==> src/rtl/shift_pipe_multi.sv <==
// Pipelined multi-mode log-shifter (SLL/SRL/SRA/ROL), one registered stage per amount bit.
// Optional macro SHIFT_PIPE_ROTATE_EN enables ROL on op 11; otherwise op 11 behaves as SLL.
module shift_pipe_multi #(
  parameter int WIDTH = 8,
  parameter int BW    = 8
) (
  input  logic             clk,
  input  logic             rst,
  input  logic             in_valid,
  output logic             in_ready,
  input  logic [WIDTH-1:0] a,
  input  logic [BW-1:0]    b,
  input  logic [1:0]       op,
  output logic             out_valid,
  input  logic             out_ready,
  output logic [WIDTH-1:0] s
);

  localparam int STAGES = $clog2(WIDTH);
  localparam int CTL_N  = (STAGES > 1) ? STAGES - 1 : 1;

  function automatic logic [WIDTH-1:0] stage_shift(input logic [WIDTH-1:0] d,
                                                   input logic [1:0] o,
                                                   input logic sg,
                                                   input int sh);
    logic [2*WIDTH-1:0] ext;
    ext = '0;
    case (o)
      2'b01: stage_shift = d >> sh;
      2'b10: begin
        ext = {{WIDTH{sg}}, d} >> sh;
        stage_shift = ext[WIDTH-1:0];
      end
`ifdef SHIFT_PIPE_ROTATE_EN
      2'b11: stage_shift = (d << sh) | (d >> (WIDTH - sh));
`endif
      default: stage_shift = d << sh;
    endcase
  endfunction

  // Saturates an overrange result; rotate keeps its modulo-WIDTH result.
  function automatic logic [WIDTH-1:0] apply_ovr(input logic [WIDTH-1:0] d,
                                                 input logic [1:0] o,
                                                 input logic sg,
                                                 input logic ovr);
    if (!ovr) begin
      apply_ovr = d;
    end else begin
      case (o)
        2'b10: apply_ovr = {WIDTH{sg}};
`ifdef SHIFT_PIPE_ROTATE_EN
        2'b11: apply_ovr = d;
`endif
        default: apply_ovr = '0;
      endcase
    end
  endfunction

  logic [WIDTH-1:0]  data_p [STAGES];
  logic              vld_p  [STAGES];
  logic [1:0]        op_p   [CTL_N];
  logic [STAGES-1:0] amt_p  [CTL_N];
  logic              sgn_p  [CTL_N];
  logic              ovr_p  [CTL_N];
  logic              advance;
  logic              in_ovr;

  assign advance   = !out_valid || out_ready;
  assign in_ready  = advance;
  assign out_valid = vld_p[STAGES-1];
  assign s         = data_p[STAGES-1];

  if (BW > STAGES) begin : g_ovr
    assign in_ovr = |b[BW-1:STAGES];
  end else begin : g_no_ovr
    assign in_ovr = 1'b0;
  end

  for (genvar k = 0; k < STAGES; k++) begin : g_stage
    logic [WIDTH-1:0]  d_in;
    logic [WIDTH-1:0]  d_sh;
    logic [WIDTH-1:0]  d_nxt;
    logic [1:0]        o_in;
    logic [STAGES-1:0] a_in;
    logic              sg_in;
    logic              ov_in;
    logic              v_in;

    if (k == 0) begin : g_first
      assign d_in  = a;
      assign o_in  = op;
      assign a_in  = b[STAGES-1:0];
      assign sg_in = a[WIDTH-1];
      assign ov_in = in_ovr;
      assign v_in  = in_valid;
    end else begin : g_rest
      assign d_in  = data_p[k-1];
      assign o_in  = op_p[k-1];
      assign a_in  = amt_p[k-1];
      assign sg_in = sgn_p[k-1];
      assign ov_in = ovr_p[k-1];
      assign v_in  = vld_p[k-1];
    end

    // The amount word is shifted down each stage, so bit 0 is always this stage's bit.
    assign d_sh = a_in[0] ? stage_shift(d_in, o_in, sg_in, 1 << k) : d_in;

    if (k == STAGES - 1) begin : g_last
      logic unused_amt;
      assign unused_amt = ^a_in;
      assign d_nxt      = apply_ovr(d_sh, o_in, sg_in, ov_in);
    end else begin : g_mid
      assign d_nxt = d_sh;
      // stage k -> k+1 control boundary
      always_ff @(posedge clk) begin
        if (rst) begin
          op_p[k]  <= '0;
          amt_p[k] <= '0;
          sgn_p[k] <= 1'b0;
          ovr_p[k] <= 1'b0;
        end else if (advance) begin
          op_p[k]  <= o_in;
          amt_p[k] <= a_in >> 1;
          sgn_p[k] <= sg_in;
          ovr_p[k] <= ov_in;
        end
      end
    end

    // stage k data/valid boundary
    always_ff @(posedge clk) begin
      if (rst) begin
        data_p[k] <= '0;
        vld_p[k]  <= 1'b0;
      end else if (advance) begin
        data_p[k] <= d_nxt;
        vld_p[k]  <= v_in;
      end
    end
  end

endmodule

==> config.mk <==
export PLATFORM = sky130hd
export DESIGN_NAME = shift_pipe_multi
export DESIGN_NICKNAME = d
export VERILOG_FILES = /design/src/rtl/shift_pipe_multi.sv
export SDC_FILE = /design/constraint.sdc
export NUM_CORES = 1
export LEC_CHECK = 0
export CAP_MARGIN = 20
export CORE_MARGIN = 2
export CORE_UTILIZATION = 30
export DETAILED_ROUTE_END_ITERATION = 8
export PLACE_DENSITY = 0.5
export SYNTH_ARGS = -nofsm -noshare
export SYNTH_HDL_FRONTEND = slang
export SYNTH_SLANG_ARGS = --single-unit
==> constraint.sdc <==
create_clock -name clk -period 5.67 [get_ports clk]
set_input_delay 0.567 -clock clk [delete_from_list [all_inputs] [get_ports clk]]
set_output_delay 0.567 -clock clk [all_outputs]
set_load 0.05 [all_outputs]
# Word level (Yosys, flattened, before mapping)
# Memory sizes are Yosys's and may differ from the RTL's.
# Index checks and enable logic that the tools add are counted.
[classes]
n_eq_ne = 6
muxes = 27
bitwise = 14
n_reduce_logical = 3
[op_table]
columns = ["op", "count"]
rows = [
  ["two-way mux 8 bit", 8],
  ["case mux 8 bit (2 select lines)", 3],
  ["bitwise OR 1 bit", 14],
  ["two-way mux 1 bit", 12],
  ["two-way mux 2 bit", 4],
  ["equality test 2 x 1 -> 1 bit (second input constant)", 3],
  ["equality test 2 bit (second input constant)", 3],
  ["OR reduction 5 bit", 1],
  ["logical NOT 1 bit", 1],
  ["logical OR 1 bit", 1],
]
[totals]
reg_bits = 0
ramBits = 39
output_inout_bits = 10
wordCells = 56
n_memories = 6
[memory_table]
columns = ["memory", "depth", "width", "read_ports", "rd_clocked_by_memory_dff", "write_ports", "line_no", "rtl"]
rows = [
  ["data_p", 3, 8, 3, 0, 3, "59", "logic [WIDTH-1:0] data_p [STAGES];"],
  ["amt_p", 2, 2, 2, 0, 2, "62", "logic [STAGES-1:0] amt_p [CTL_N];"],
  ["op_p", 2, 2, 2, 0, 2, "61", "logic [1:0] op_p [CTL_N];"],
  ["vld_p", 3, 1, 3, 0, 3, "60", "logic vld_p [STAGES];"],
  ["ovr_p", 2, 1, 2, 0, 2, "64", "logic ovr_p [CTL_N];"],
  ["sgn_p", 2, 1, 2, 0, 2, "63", "logic sgn_p [CTL_N];"],
]

# Logic depth before layout (Yosys ltp)
# Gate-level depths: netlist (run 1).
# An unclocked memory read counts as a cell.
[logic_depth]
word_depth = 7
depth_mapped = 6
ltp_nobuf = 5

# Worst setup path after synthesis (run 1)
# No wires, ideal clock.
[synth_timing]
path_kind = "register -> register"
from = "memory vld_p[2]"
to = "memory amt_p[0][0] (netlist name), enable pin"
setup_ns = 0.396
t_arrival_ns = 1.735
required_ns = 5.274
slack_ns = 3.540
stages_incl_launch_ff = 3
path_buffers = 0
cell_sequence = "edfxtp_1 nor2b_4 or2b_1"
[synth_lines]
columns = ["element", "line_no"]
rows = [
  ["start: declaration", "60"],
  ["end: declaration", "62"],
]

# Final worst setup path (run 1)
[layout_timing]
from = "input port out_ready"
to = "output port in_ready"
[layout_via]
elab_chain_len = 1
[layout_lines]
columns = ["element", "line_no", "rtl"]
rows = [
  ["start: declaration", "15", "input logic out_ready,"],
  ["logical OR 1 bit", "68", "assign advance = !out_valid || out_ready;"],
  ["end: declaration", "10", "output logic in_ready,"],
]
# No other way between the ends.

==> out/metrics.csv, run 1 <==
stage,metric,value,unit
synth,post-synth-top-area-cell,sky130_fd_sc_hd__edfxtp_1,
clock_tree,clk_transition_reported_paths,0.07,ns
timing,final_min_period_over_clock_period,44.7,%
clock_tree,h_tree_lvl_count,2,
synth,synthTopCellsByArea,"sky130_fd_sc_hd__edfxtp_1, sky130_fd_sc_hd__a211oi_2, sky130_fd_sc_hd__and2_1",
synth,synth_seq_cells,38,
global_route,grt_start_max_net_pins,39,
placed_design,port-buffer-count,31,
detailed_routing,drt_pass1_iterations,4,
finish,insertedDiodeCount,0,
timing,hold_viol,0,
die,die_w,85.2,microns
clock_tree,post-cts-setup-buffers,0,
worst_setup_path,critical_path.max_fanout,5,
placed_design,gp_routability_congestion,0.825,
detailed_routing,drt-wirelength-per-cell,13.6,microns
run,maxCapViolations,0,
worst_setup_path,worst_path_arrival_time,1.97,ns
finish,final_design_area_no_fill,2410,sq um
finish,layout_commonest_cell,sky130_fd_sc_hd__edfxtp_1,
timing,final_setup_violation_count,0,
global_route,grt_pass1_wl,6.34,mm
synth,synth_fp_nets,186,
power,power.density_cell_area,261,nW/um^2
synth,syn_avg_cell_area,12.5,sq um
finish,commonest_cells_after_routing_fill_and_taps_aside,"sky130_fd_sc_hd__edfxtp_1, sky130_fd_sc_hd__clkdlybuf4s50_1, sky130_fd_sc_hd__nor2_1",
die,initial_util,31.2,%
detailed_routing,met2_wirelength,2.10,mm
global_route,antenna_found_initial,0,
power,irDropWorstVdd,0.122,mV
global_route,grt_use_total,11.2,%
detailed_routing,detail_route.wirelength.met1,1.38,mm
timing,fin_tns_setup,0,ns
timing,grt_setup_unrepaired,no,
worst_setup_path,launching_element_type_of_the_critical_path,input pin,
timing,worstMarginPinSlew,0.991,ns
die,rows,29,
finish,finalCoreUtilization,38.0,%
timing,timing.clock.skew,0.00895,ns
hold_path,worst_hold_path_type,reg -> reg,
clock_tree,numCtsBuffers,5,
timing,relSlewSlack,33.9,%
die,floorplan.core_area,6350,sq um
detailed_routing,route.met3.wl,125,microns
finish,layout_cell_share_with_drive_strength_beyond_1,14.1,%
global_route,overflow,0,
timing,final-max-slew-violation-count,0,
detailed_routing,drt-initial-drc-count,83,
die,floorplan.die.height,85.2,microns
die,design.portCount,32,
synth,synthesis.yosys.warnings,0,
synth,mappedNetlistArea,1980,sq um
global_route,number_of_global_route_vias_before_repair,1436,
clock_tree,max-clock-path-buffers,2,
synth,netlist_instances,158,
timing,final_period_minus_worst_setup_slack,2.53,ns
power,totalPowerFinal,0.000630,W
detailed_routing,drt.antenna.violating_nets,0,
detailed_routing,route.detailed.vias_per_inst,5.02,
worst_setup_path,critical_path_required,5.10,ns
clock_tree,clockRootBuffer,sky130_fd_sc_hd__clkbuf_8,
synth,synth-seq-area-share,57.6,%
clock_tree,numClockSinks,38,
detailed_routing,detailroute.via_count,1346,
detailed_routing,drt_wl_total,3.64,mm
clock_tree,hold_buffer_count_at_cts,0,
placed_design,postPlaceCellArea,2330,sq um
placed_design,place.detailed.hpwl,2.70,mm
finish,layout-area-overhead-vs-synth,21.9,%
outcome,outcome,completed,
clock_tree,cts_tree,built,
timing,max_clock_freq,0.395,GHz
clock_tree,postCtsResizedCells,0,
detailed_routing,top_layer,met4,
synth,netlist-cell-type-count,31,
power,power_leakage,0.880,nW
finish,design.final.nets,218,
die,die_area,7260,sq um
synth,synthDominantCellAreaShare,57.6,%
clock_tree,clk_latency,0.29,ns
detailed_routing,remaining_drc_errors,0,
worst_setup_path,worst-setup-path-type,in -> out,
worst_setup_path,cp-end-kind,output port,
[logic make-up (layout without fill, tap and decap cells)]
kind of cell	after synthesis	count (layout)	share of synthesized area, %
DFF	38	38	57.6
buffers and inverters	15	48	4.61
and+or+nand+nor	53	53	15.0
AOI/OAI and AO/OA	46	46	19.0
adders and majority gates	6	6	3.79
[layer usage]
metal | global-route usage, % | vias up
li1 | - | 658
met1 | 10.8 | 650
met5 | 0 | -
met3 | 2.63 | 2
met2 | 21.4 | 36
met4 | 6.06 | 0
[registers in the layout (all words and copies together) (netlist names)]
name and flops:
data_p 24, op_p 4, amt_p 3, vld_p 3
ovr_p 2, sgn_p 2
[per-stage QoR]
| stage | setup WS [ns] | std cells | hold WS, ns |
|---|---|---|---|
| 2_1_floorplan | 3.54 | 158 | 0.497 |
| 3_3_place_gp | 3.14 | 260 | 0.502 |
| 3_5_place_dp | 3.13 | 260 | 0.511 |
| 4_1_cts | 3.13 | 268 | 0.530 |
| 5_1_grt | 3.10 | 268 | 0.557 |
| 6_report | 3.14 | 268 | 0.524 |
[cell type report]
cell class | count | area, sq um
clock buffer | 6 | 72.6
clock inverter | 2 | 8.76
tap | 77 | 96.3
timing repair buffer | 32 | 318
multi-input combinational | 105 | 747
fill | 609 | 3940
inverter | 8 | 30.0
sequential | 38 | 1140
[cells in the mapped netlist]
cell                       number
sky130_fd_sc_hd__o221a_2        6
sky130_fd_sc_hd__buf_8          1
sky130_fd_sc_hd__nor2b_4        1
sky130_fd_sc_hd__inv_1          8
sky130_fd_sc_hd__and2b_2        1
sky130_fd_sc_hd__nand2_1        3
sky130_fd_sc_hd__o21ba_2        3
sky130_fd_sc_hd__o21ai_1        1
sky130_fd_sc_hd__buf_6          1
sky130_fd_sc_hd__a211oi_1       3
sky130_fd_sc_hd__clkbuf_1       1
sky130_fd_sc_hd__buf_2          2
sky130_fd_sc_hd__nor3_1         1
sky130_fd_sc_hd__buf_4          1
sky130_fd_sc_hd__nor2b_1        1
sky130_fd_sc_hd__and2_1        15
sky130_fd_sc_hd__or2_1          1
sky130_fd_sc_hd__nand3_1        4
sky130_fd_sc_hd__and3_1         1
sky130_fd_sc_hd__edfxtp_1      38
sky130_fd_sc_hd__ha_1           6
sky130_fd_sc_hd__or2b_1         1
sky130_fd_sc_hd__nand4b_1       4
sky130_fd_sc_hd__clkbuf_8       1
sky130_fd_sc_hd__o21ai_0        2
sky130_fd_sc_hd__a211oi_2       8
sky130_fd_sc_hd__nand2b_1       2
sky130_fd_sc_hd__a21oi_1       13
sky130_fd_sc_hd__a22oi_1       10
sky130_fd_sc_hd__nor2_1        17
sky130_fd_sc_hd__or2_2          1
[power breakdown]
part	internal (W)	switching (W)	total, W
logic	0.0000504	0.0000602	0.000111
registers	0.000334	0.0000136	0.000347
clock network	0.0000844	0.0000876	0.000172
[worst paths after layout]
kind / slack (ns) / to / depth (start not counted) / startpoint
setup / recovery: 3.14 / in_ready / 4 / out_ready
hold / removal: 0.52 / amt_p[1][0] / 1 / amt_p[0][1]
setup reg to reg: 3.92 / data_p[1][1] / 3 / vld_p[2]
hold reg to reg: 0.52 / amt_p[1][0] / 1 / amt_p[0][1]
[worst max-delay path: stages]
cell                              delay, ns
sky130_fd_sc_hd__clkdlybuf4s50_1       0.50
sky130_fd_sc_hd__nor2b_4               0.06
sky130_fd_sc_hd__inv_1                 0.05
sky130_fd_sc_hd__clkdlybuf4s50_1       0.79
(Power assumes the default switching activity.)
==> run 2: changes to the inputs <==
clock period = 2.55 ns   (was 5.67 ns; I/O delays follow)
==> out/metrics.csv, run 2 (synthesis gave the netlist of run 1 again) <==
stage,metric,value,unit
finish,top_register,data_p,
placed_design,dp_cells,262,
outcome,outcome,completed,
finish,layout-area-overhead-vs-synth,23.3,%
finish,layout_cell_share_with_drive_strength_beyond_1,14.5,%
clock_tree,h_tree_lvl_count,2,
timing,timing.final.ws_setup,0.608,ns
worst_setup_path,crit_start,out_ready,
die,die_area,7260,sq um
timing,grt_setup_unrepaired,no,
timing,final_period_minus_worst_setup_slack,1.94,ns
worst_setup_path,cp-end-kind,output port,
finish,layout_top_registers,"data_p: 24 flops, op_p: 4 flops",
detailed_routing,route.detailed.vias_per_inst,5.00,
worst_setup_path,worst_path_arrival_time,1.69,ns
detailed_routing,drt-wirelength-per-cell,13.8,microns
worst_setup_path,timing.critical_path.cells,"clkdlybuf4s50_1, nor2b_4, inv_1, clkdlybuf4s50_1",
die,floorplan.die.height,85.2,microns
die,initial_util,31.2,%
worst_setup_path,critical_path.max_fanout,5,
placed_design,port-buffer-count,31,
detailed_routing,detailroute.via_count,1350,
die,rows,29,
detailed_routing,drt_pass1_iterations,4,
finish,finalCoreUtilization,38.4,%
detailed_routing,drt.antenna.violating_nets,0,
placed_design,gp_routability_congestion,0.939,
timing,final-max-slew-violation-count,0,
finish,combined_area_of_the_multi_input_logic_cells,747,sq um
global_route,antenna_found_initial,0,
detailed_routing,remaining_drc_errors,0,
worst_setup_path,timing.critical_path.slowest_stage_cell,sky130_fd_sc_hd__clkdlybuf4s50_1,
timing,timing.hold.ws,0.523,ns
finish,layout_commonest_cell,sky130_fd_sc_hd__edfxtp_1,
global_route,number_of_global_route_vias_before_repair,1424,
worst_setup_path,critical_path_required,2.30,ns
clock_tree,clk_transition_reported_paths,0.07,ns
worst_setup_path,r2r_cells,5,
timing,max_clock_freq,0.515,GHz
die,design.portCount,32,
finish,commonest_cells_after_routing_fill_and_taps_aside,"sky130_fd_sc_hd__edfxtp_1, sky130_fd_sc_hd__clkdlybuf4s50_1, sky130_fd_sc_hd__nor2_1",
global_route,grt_use_total,11.3,%
finish,largest_register_ffs,24,
worst_setup_path,worst-setup-path-type,in -> out,
clock_tree,post-cts-setup-buffers,0,
worst_setup_path,reg_to_reg_setup_timing_slack,0.93,ns
clock_tree,postCtsResizedCells,0,
timing,hold_viol,0,
worst_setup_path,launching_element_type_of_the_critical_path,input pin,
global_route,overflow,0,
clock_tree,hold_buffer_count_at_cts,0,
timing,final_setup_violation_count,0,
power,power.density_cell_area,574,nW/um^2
timing,final_min_period_over_clock_period,76.1,%
finish,num-fill-cells,601,
clock_tree,clk_latency,0.28,ns
die,die_w,85.2,microns
worst_setup_path,timing.rr.start,op_p[0][0],
hold_path,worst_hold_path_type,reg -> reg,
global_route,grt_start_max_net_pins,31,
clock_tree,clockRootBuffer,sky130_fd_sc_hd__clkbuf_8,
power,power_leakage,0.894,nW
finish,design.final.nets,220,
timing,relSlewSlack,61.3,%
clock_tree,max-clock-path-buffers,2,
finish,finalNonFillerCells,270,
global_route,grt_pass1_wl,6.47,mm
clock_tree,cts_tree,built,
timing,worstMarginPinSlew,0.579,ns
worst_setup_path,worst_path_largest_cell_delay,0.80,ns
detailed_routing,drt_wl_total,3.72,mm
timing,fin_tns_setup,0,ns
clock_tree,numClockSinks,38,
placed_design,placement.setup.worst_slack,0.466,ns
finish,register_area,1140,sq um
detailed_routing,drt-initial-drc-count,56,
run,maxCapViolations,0,
power,irDropWorstVdd,0.291,mV
worst_setup_path,crit_end,in_ready,
placed_design,place.detailed.hpwl,2.77,mm
finish,insertedDiodeCount,0,
clock_tree,numCtsBuffers,5,
worst_setup_path,worstReg2RegEnd,data_p[1][2],
timing,timing.clock.skew,0.00565,ns
die,floorplan.core_area,6350,sq um
worst_setup_path,path_common_cell,sky130_fd_sc_hd__clkdlybuf4s50_1,
==> run 2: metal layers <==
metal / vias up / GRT usage (%) / wire length, microns
li1: 664 / - / -
met1: 632 / 11.9 / 1440
met2: 43 / 20.2 / 2020
met3: 11 / 3.21 / 149
met4: 0 / 6.35 / 114
met5: - / 0 / 0
==> run 2: worst min path at each step <==
| stage | startpoint | to | cells past startpoint |
|---|---|---|---|
| 2_1_floorplan | b[1] | amt_p[0][0] | 1 |
| 3_3_place_gp | vld_p[0] | vld_p[1] | 1 |
| 3_5_place_dp | ovr_p[0] | ovr_p[1] | 1 |
| 4_1_cts | ovr_p[0] | ovr_p[1] | 1 |
| 5_1_grt | ovr_p[0] | ovr_p[1] | 1 |
| 6_report | vld_p[1] | vld_p[2] | 1 |
==> run 2: final cells by class <==
cell class / count / share of cell area [%]
Multi-Input combinational cell: 105 / 30.6
Sequential cell: 38 / 46.8
Clock buffer: 5 / 2.82
Tap cell: 77 / 3.95
Inverter: 8 / 1.23
Clock inverter: 3 / 0.462
Timing Repair Buffer: 34 / 14.2
==> run 2: critical path: cells and delay by family <==
kind,cells,cell delay [ns]
buffers and inverters,3,1.36
AND/OR/NAND/NOR,1,0.07
==> run 2: stage by stage <==
| step | instance area [sq um] | power (W) |
|---|---|---|
| 4_1_cts | 2440 | 0.00142 |
| 3_3_place_gp | 2360 | 0.00103 |
| 5_1_grt | 2440 | 0.00148 |
| 3_5_place_dp | 2360 | 0.00104 |
| 2_1_floorplan | 1980 | 0.000947 |
| 6_report | 2440 | 0.00140 |
==> run 2: where the power goes <==
group          switching [W]  leakage (nW)  internal, W  total, W
combinational       0.000135         0.406     0.000115  0.000249
clock               0.000196        0.0407     0.000182  0.000379
sequential         0.0000305         0.447     0.000742  0.000772
total               0.000361         0.894      0.00104   0.00140
==> run 3: changes to the inputs <==
PLACE_DENSITY = 0.52   (was 0.5)
clock period = 1.57 ns   (was 2.55 ns; I/O delays follow)
==> out/metrics.csv, run 3 (synthesis gave the netlist of run 1 again) <==
stage,metric,value,unit
power,irDropWorstVdd,0.414,mV
detailed_routing,remaining_drc_errors,0,
finish,num-fill-cells,607,
finish,insertedDiodeCount,0,
finish,layout-area-overhead-vs-synth,28.3,%
worst_setup_path,cp-end-kind,register,
placed_design,port-buffer-count,31,
worst_setup_path,launching_element_type_of_the_critical_path,register,
die,floorplan.core_area,6350,sq um
timing,grt_setup_unrepaired,yes,
clock_tree,hold_buffer_count_at_cts,0,
placed_design,place.detailed.hpwl,2.73,mm
detailed_routing,drt.antenna.violating_nets,0,
finish,layout_top_registers,"data_p: 24 flops, op_p: 4 flops",
power,totalPowerFinal,0.00233,W
worst_setup_path,critical_path.max_fanout,6,
die,die_w,85.2,microns
finish,largest_register_ffs,24,
clock_tree,clk_latency,0.28,ns
die,initial_util,31.2,%
worst_setup_path,critical_path_required,1.61,ns
timing,worstMarginPinSlew,0.503,ns
timing,hold_viol,0,
clock_tree,cts_tree,built,
hold_path,worst_hold_path_type,reg -> reg,
placed_design,placement.setup.worst_slack,-0.264,ns
placed_design,gp_routability_congestion,0.840,
finish,layout_cell_share_with_drive_strength_beyond_1,26.1,%
detailed_routing,route.detailed.vias_per_inst,4.86,
detailed_routing,drt_pass1_iterations,4,
finish,top_register,data_p,
die,design.portCount,32,
finish,design.final.nets,230,
run,maxCapViolations,0,
power,power.density_cell_area,917,nW/um^2
global_route,overflow,0,
timing,max_clock_freq,0.655,GHz
worst_setup_path,worst_path_largest_cell_delay,0.43,ns
die,rows,29,
detailed_routing,drt-wirelength-per-cell,13.5,microns
outcome,outcome,completed,
timing,relSlewSlack,66.5,%
timing,final_setup_violation_count,0,
finish,register_area,1140,sq um
worst_setup_path,timing.critical_path.buf_inv,0,
die,die_area,7260,sq um
detailed_routing,detailroute.via_count,1361,
finish,commonest_cells_after_routing_fill_and_taps_aside,"sky130_fd_sc_hd__edfxtp_1, sky130_fd_sc_hd__clkdlybuf4s50_1, sky130_fd_sc_hd__buf_4",
detailed_routing,drt_wl_total,3.77,mm
global_route,antenna_found_initial,0,
worst_setup_path,worst_path_arrival_time,1.56,ns
timing,timing.clock.skew,0.00479,ns
clock_tree,max-clock-path-buffers,2,
worst_setup_path,timing.critical_path.slowest_stage_cell,sky130_fd_sc_hd__edfxtp_1,
finish,layout_commonest_cell,sky130_fd_sc_hd__edfxtp_1,
timing,final_period_minus_worst_setup_slack,1.53,ns
power,power_leakage,0.974,nW
detailed_routing,drt-initial-drc-count,41,
die,floorplan.die.height,85.2,microns
global_route,grt_start_max_net_pins,39,
global_route,grt_pass1_wl,6.39,mm
worst_setup_path,worst-setup-path-type,reg -> reg,
clock_tree,h_tree_lvl_count,2,
global_route,number_of_global_route_vias_before_repair,1423,
timing,final-max-slew-violation-count,0,
finish,combined_area_of_the_multi_input_logic_cells,782,sq um
global_route,grt_use_total,11.1,%
timing,timing.final.ws_setup,0.0440,ns
timing,final_min_period_over_clock_period,97.2,%
timing,fin_tns_setup,0,ns
worst_setup_path,timing.critical_path.cells,"ha_4, nor2b_1, o21ai_2, o221a_2",
clock_tree,numCtsBuffers,5,
finish,finalCoreUtilization,40.0,%
clock_tree,clk_transition_reported_paths,0.07,ns
worst_setup_path,cell_family_with_the_largest_share_of_critical_path_delay,flip-flops,
clock_tree,numClockSinks,38,
clock_tree,clockRootBuffer,sky130_fd_sc_hd__clkbuf_8,
-- run 3: cell types whose count changed in the layout (fill, tap and decap cells not counted), moves of 2 or more --
cell / before / now
sky130_fd_sc_hd__clkinv_1: 3 / 1
sky130_fd_sc_hd__o21ba_2: 3 / 1
sky130_fd_sc_hd__o21ba_4: 0 / 2
sky130_fd_sc_hd__buf_4: 2 / 21
sky130_fd_sc_hd__clkdlybuf4s50_1: 31 / 21
-- run 3: what timing repair did --
action | CTS | global route
pin swaps | 0 | 4
setup endpoints to repair | 3 | 9
setup buffers | 0 | 2
gates resized for setup | 2 | 4
-- run 3: area by class of cell --
type	instances	share of cell area, %
flip-flops and latches	38	44.9
multi-input cells	105	30.8
repair buffers	44	16.1
well taps	77	3.79
clock buffers	6	2.86
inverters	8	1.18
clock inverters	2	0.345
-- run 3: power by group --
| group | leakage (nW) | total, W | internal (W) | switching [W] |
|---|---|---|---|---|
| registers | 0.447 | 0.00125 | 0.00120 | 0.0000435 |
| logic | 0.485 | 0.000454 | 0.000218 | 0.000236 |
| clock network | 0.0426 | 0.000625 | 0.000305 | 0.000320 |
-- run 3: worst register-to-register path: cells and delay by family, from the launching register on --
kind	cells	cell delay, ns
adder cells (fa/ha/maj)	1	0.31
flip-flops	1	0.43
AND/OR/NAND/NOR	1	0.16
AO/OA/AOI/OAI	2	0.38
-- run 3: final timing paths --
| path | to | from | slack, ns | depth (start not counted) |
|---|---|---|---|---|
| setup / recovery | data_p[2][7] | op_p[1][1] | 0.04 | 4 |
| hold / removal | amt_p[1][0] | amt_p[0][1] | 0.52 | 1 |
| hold reg to reg | amt_p[1][0] | amt_p[0][1] | 0.52 | 1 |
| setup reg to reg | data_p[2][7] | op_p[1][1] | 0.04 | 4 |
-- run 3: through the flow --
stage | instance area (sq um) | hold slack (ns) | cells
final | 2540 | 0.520 | 280
after global routing | 2540 | 0.544 | 280
after CTS | 2510 | 0.522 | 278
after detailed placement | 2410 | 0.512 | 270
after global placement | 2410 | 0.502 | 270
after floorplan | 1980 | 0.355 | 158
-- run 3: routing by layer --
metal | up-vias | routed length, microns | GRT usage (%)
met2 | 26 | 2060 | 21.5
met3 | 2 | 133 | 2.53
met1 | 651 | 1530 | 11.3
met4 | 0 | 40 | 4.33
li1 | 682 | - | -
met5 | - | 0 | 0
==> RTL change (flow settings as in run 3) <==
Set the parameter `WIDTH` to 16 (it was 8).
--- a/src/rtl/shift_pipe_multi.sv
+++ b/src/rtl/shift_pipe_multi.sv
@@ -2,5 +2,5 @@
 // Optional macro SHIFT_PIPE_ROTATE_EN enables ROL on op 11; otherwise op 11 behaves as SLL.
 module shift_pipe_multi #(
-  parameter int WIDTH = 8,
+  parameter int WIDTH = 16,
   parameter int BW    = 8
 ) (
Interface: changed (resized a and s); port bits go from 32 to 48. The function was not compared with the original's and may differ.
==> RTL change against run 3 <==
Setup slack got worse by 0.019 ns; power rose by 140%; final cell count is 120% higher; sequential cell count grew 48; wire length grew to 2.6 times the old value; area after synthesis is 120% higher; cell area grew 130%.
==> RTL change: results (changes against run 3) <==
CTS H-tree depth -> 3 (+1)
clock latency on the worst-skew pair -> 0.34 ns (+0.06 ns)
Leakage -> 2.059 nW (+110%)
fin cells -> 612 (+120%)
Hold Crit Class -> input pin to flop
Inserted Clock Buffers -> 9 (+4)
Net Count, Synth -> 404 (+120%)
HPWL after detailed placement -> 6.371 mm (+130%)
Post-synth EDFFs -> 86 (+130%)
max incr delay on CP -> 0.40 ns (-0.03 ns)
peak supply drop -> 0.5076 mV (+23%)
Rel. slew slack -> 77.67% (+11 points)
pre-CTS WS -> -0.3277 ns (-0.06343 ns)
Synth cell types -> 34 (+9.7%)
layout cells sized above 1 -> 36.34% (+10 points)
RD Place Congestion -> 0.7646 (-8.9%)
GR Util All Layers -> 12.65% (+1.6 points)
initial drt markers -> 163 (+300%)
placed insts -> 592 (+120%)
largest net degree at the start of global routing -> 43 (+10%)
Root Driver -> clkbuf_16
first-pass GRT wire length -> 14.97 mm (+130%)
met3 Track Usage GR -> 4.121% (+1.6 points)
synthesized netlist cell count -> 366 (+130%)
status -> complete, no violations
## RTL change: layout make-up
| class | count | area (um^2) | area share [%] |
|---|---|---|---|
| clock buffers | 11 | 232.7 | 3.952 |
| clock inverters | 5 | 26.28 | 0.4462 |
| inverters | 10 | 37.54 | 0.6375 |
| multi-input cells | 242 | 2027 | 34.42 |
| flip-flops and latches | 86 | 2582 | 43.86 |
| well taps | 180 | 225.2 | 3.825 |
| repair buffers | 78 | 757.0 | 12.86 |
## RTL change: worst paths after layout
kind / from / to / slack, ns / depth (start not counted)
setup / recovery: op_p[1][0] / data_p[2][6] / 0.02 / 5
hold / removal: b[3] / amt_p[0][2] / 0.47 / 2
setup reg to reg: op_p[1][0] / data_p[2][6] / 0.02 / 5
hold reg to reg: vld_p[2] / vld_p[3] / 0.52 / 1
## RTL change: power breakdown
| part | total, W | leakage, nW | internal (W) | switching (W) |
|---|---|---|---|---|
| clock | 0.00187 | 0.127 | 0.00106 | 0.000809 |
| combinational | 0.000991 | 0.912 | 0.000454 | 0.000537 |
| sequential | 0.00282 | 1.02 | 0.00270 | 0.000119 |
| total | 0.00568 | 2.06 | 0.00421 | 0.00147 |
## RTL change: logic make-up (layout without fill, tap and decap cells)
logic type / count (synthesis) / after routing / synth area share (%)
flip-flops: 86 / 86 / 59.90
AND/OR/NAND/NOR: 117 / 117 / 12.86
buffers and inverters: 41 / 104 / 4.846
AO/OA/AOI/OAI: 114 / 117 / 20.08
adder cells (fa/ha/maj): 8 / 8 / 2.322
## RTL change: routing by layer
| metal | routed length [um] | up-vias |
|---|---|---|
| li1 | - | 1521 |
| met1 | 3896 | 1463 |
| met2 | 5007 | 91 |
| met3 | 473 | 20 |
| met4 | 237 | 0 |
| met5 | 0 | - |
## RTL change: per-stage QoR
step / hold WS (ns) / instance area (um^2) / TNS, ns / power (W)
6_report: 0.4727 / 5888 / 0 / 0.005679
5_1_grt: 0.4798 / 5888 / -0.03271 / 0.005919
4_1_cts: 0.4658 / 5669 / -0.01737 / 0.005619
3_5_place_dp: 0.5136 / 5369 / -4.793 / 0.003721
3_3_place_gp: 0.5056 / 5369 / -4.089 / 0.003697
2_1_floorplan: 0.3607 / 4638 / -43.63 / 0.003446
## RTL change: critical path, delay by kind of cell (launching register included)
family                     cells  cell delay, ns
AOI/OAI and AO/OA              3            0.52
DFF                            1            0.40
adders and majority gates      1            0.21
buffers and inverters          1            0.15
## RTL change: timing repair
item | CTS | global route
cloned | 1 | 2
resized for setup | 4 | 41
pin swaps | 3 | 10
buffers inserted | 0 | 1
endpoints found under the setup margin | 15 | 52
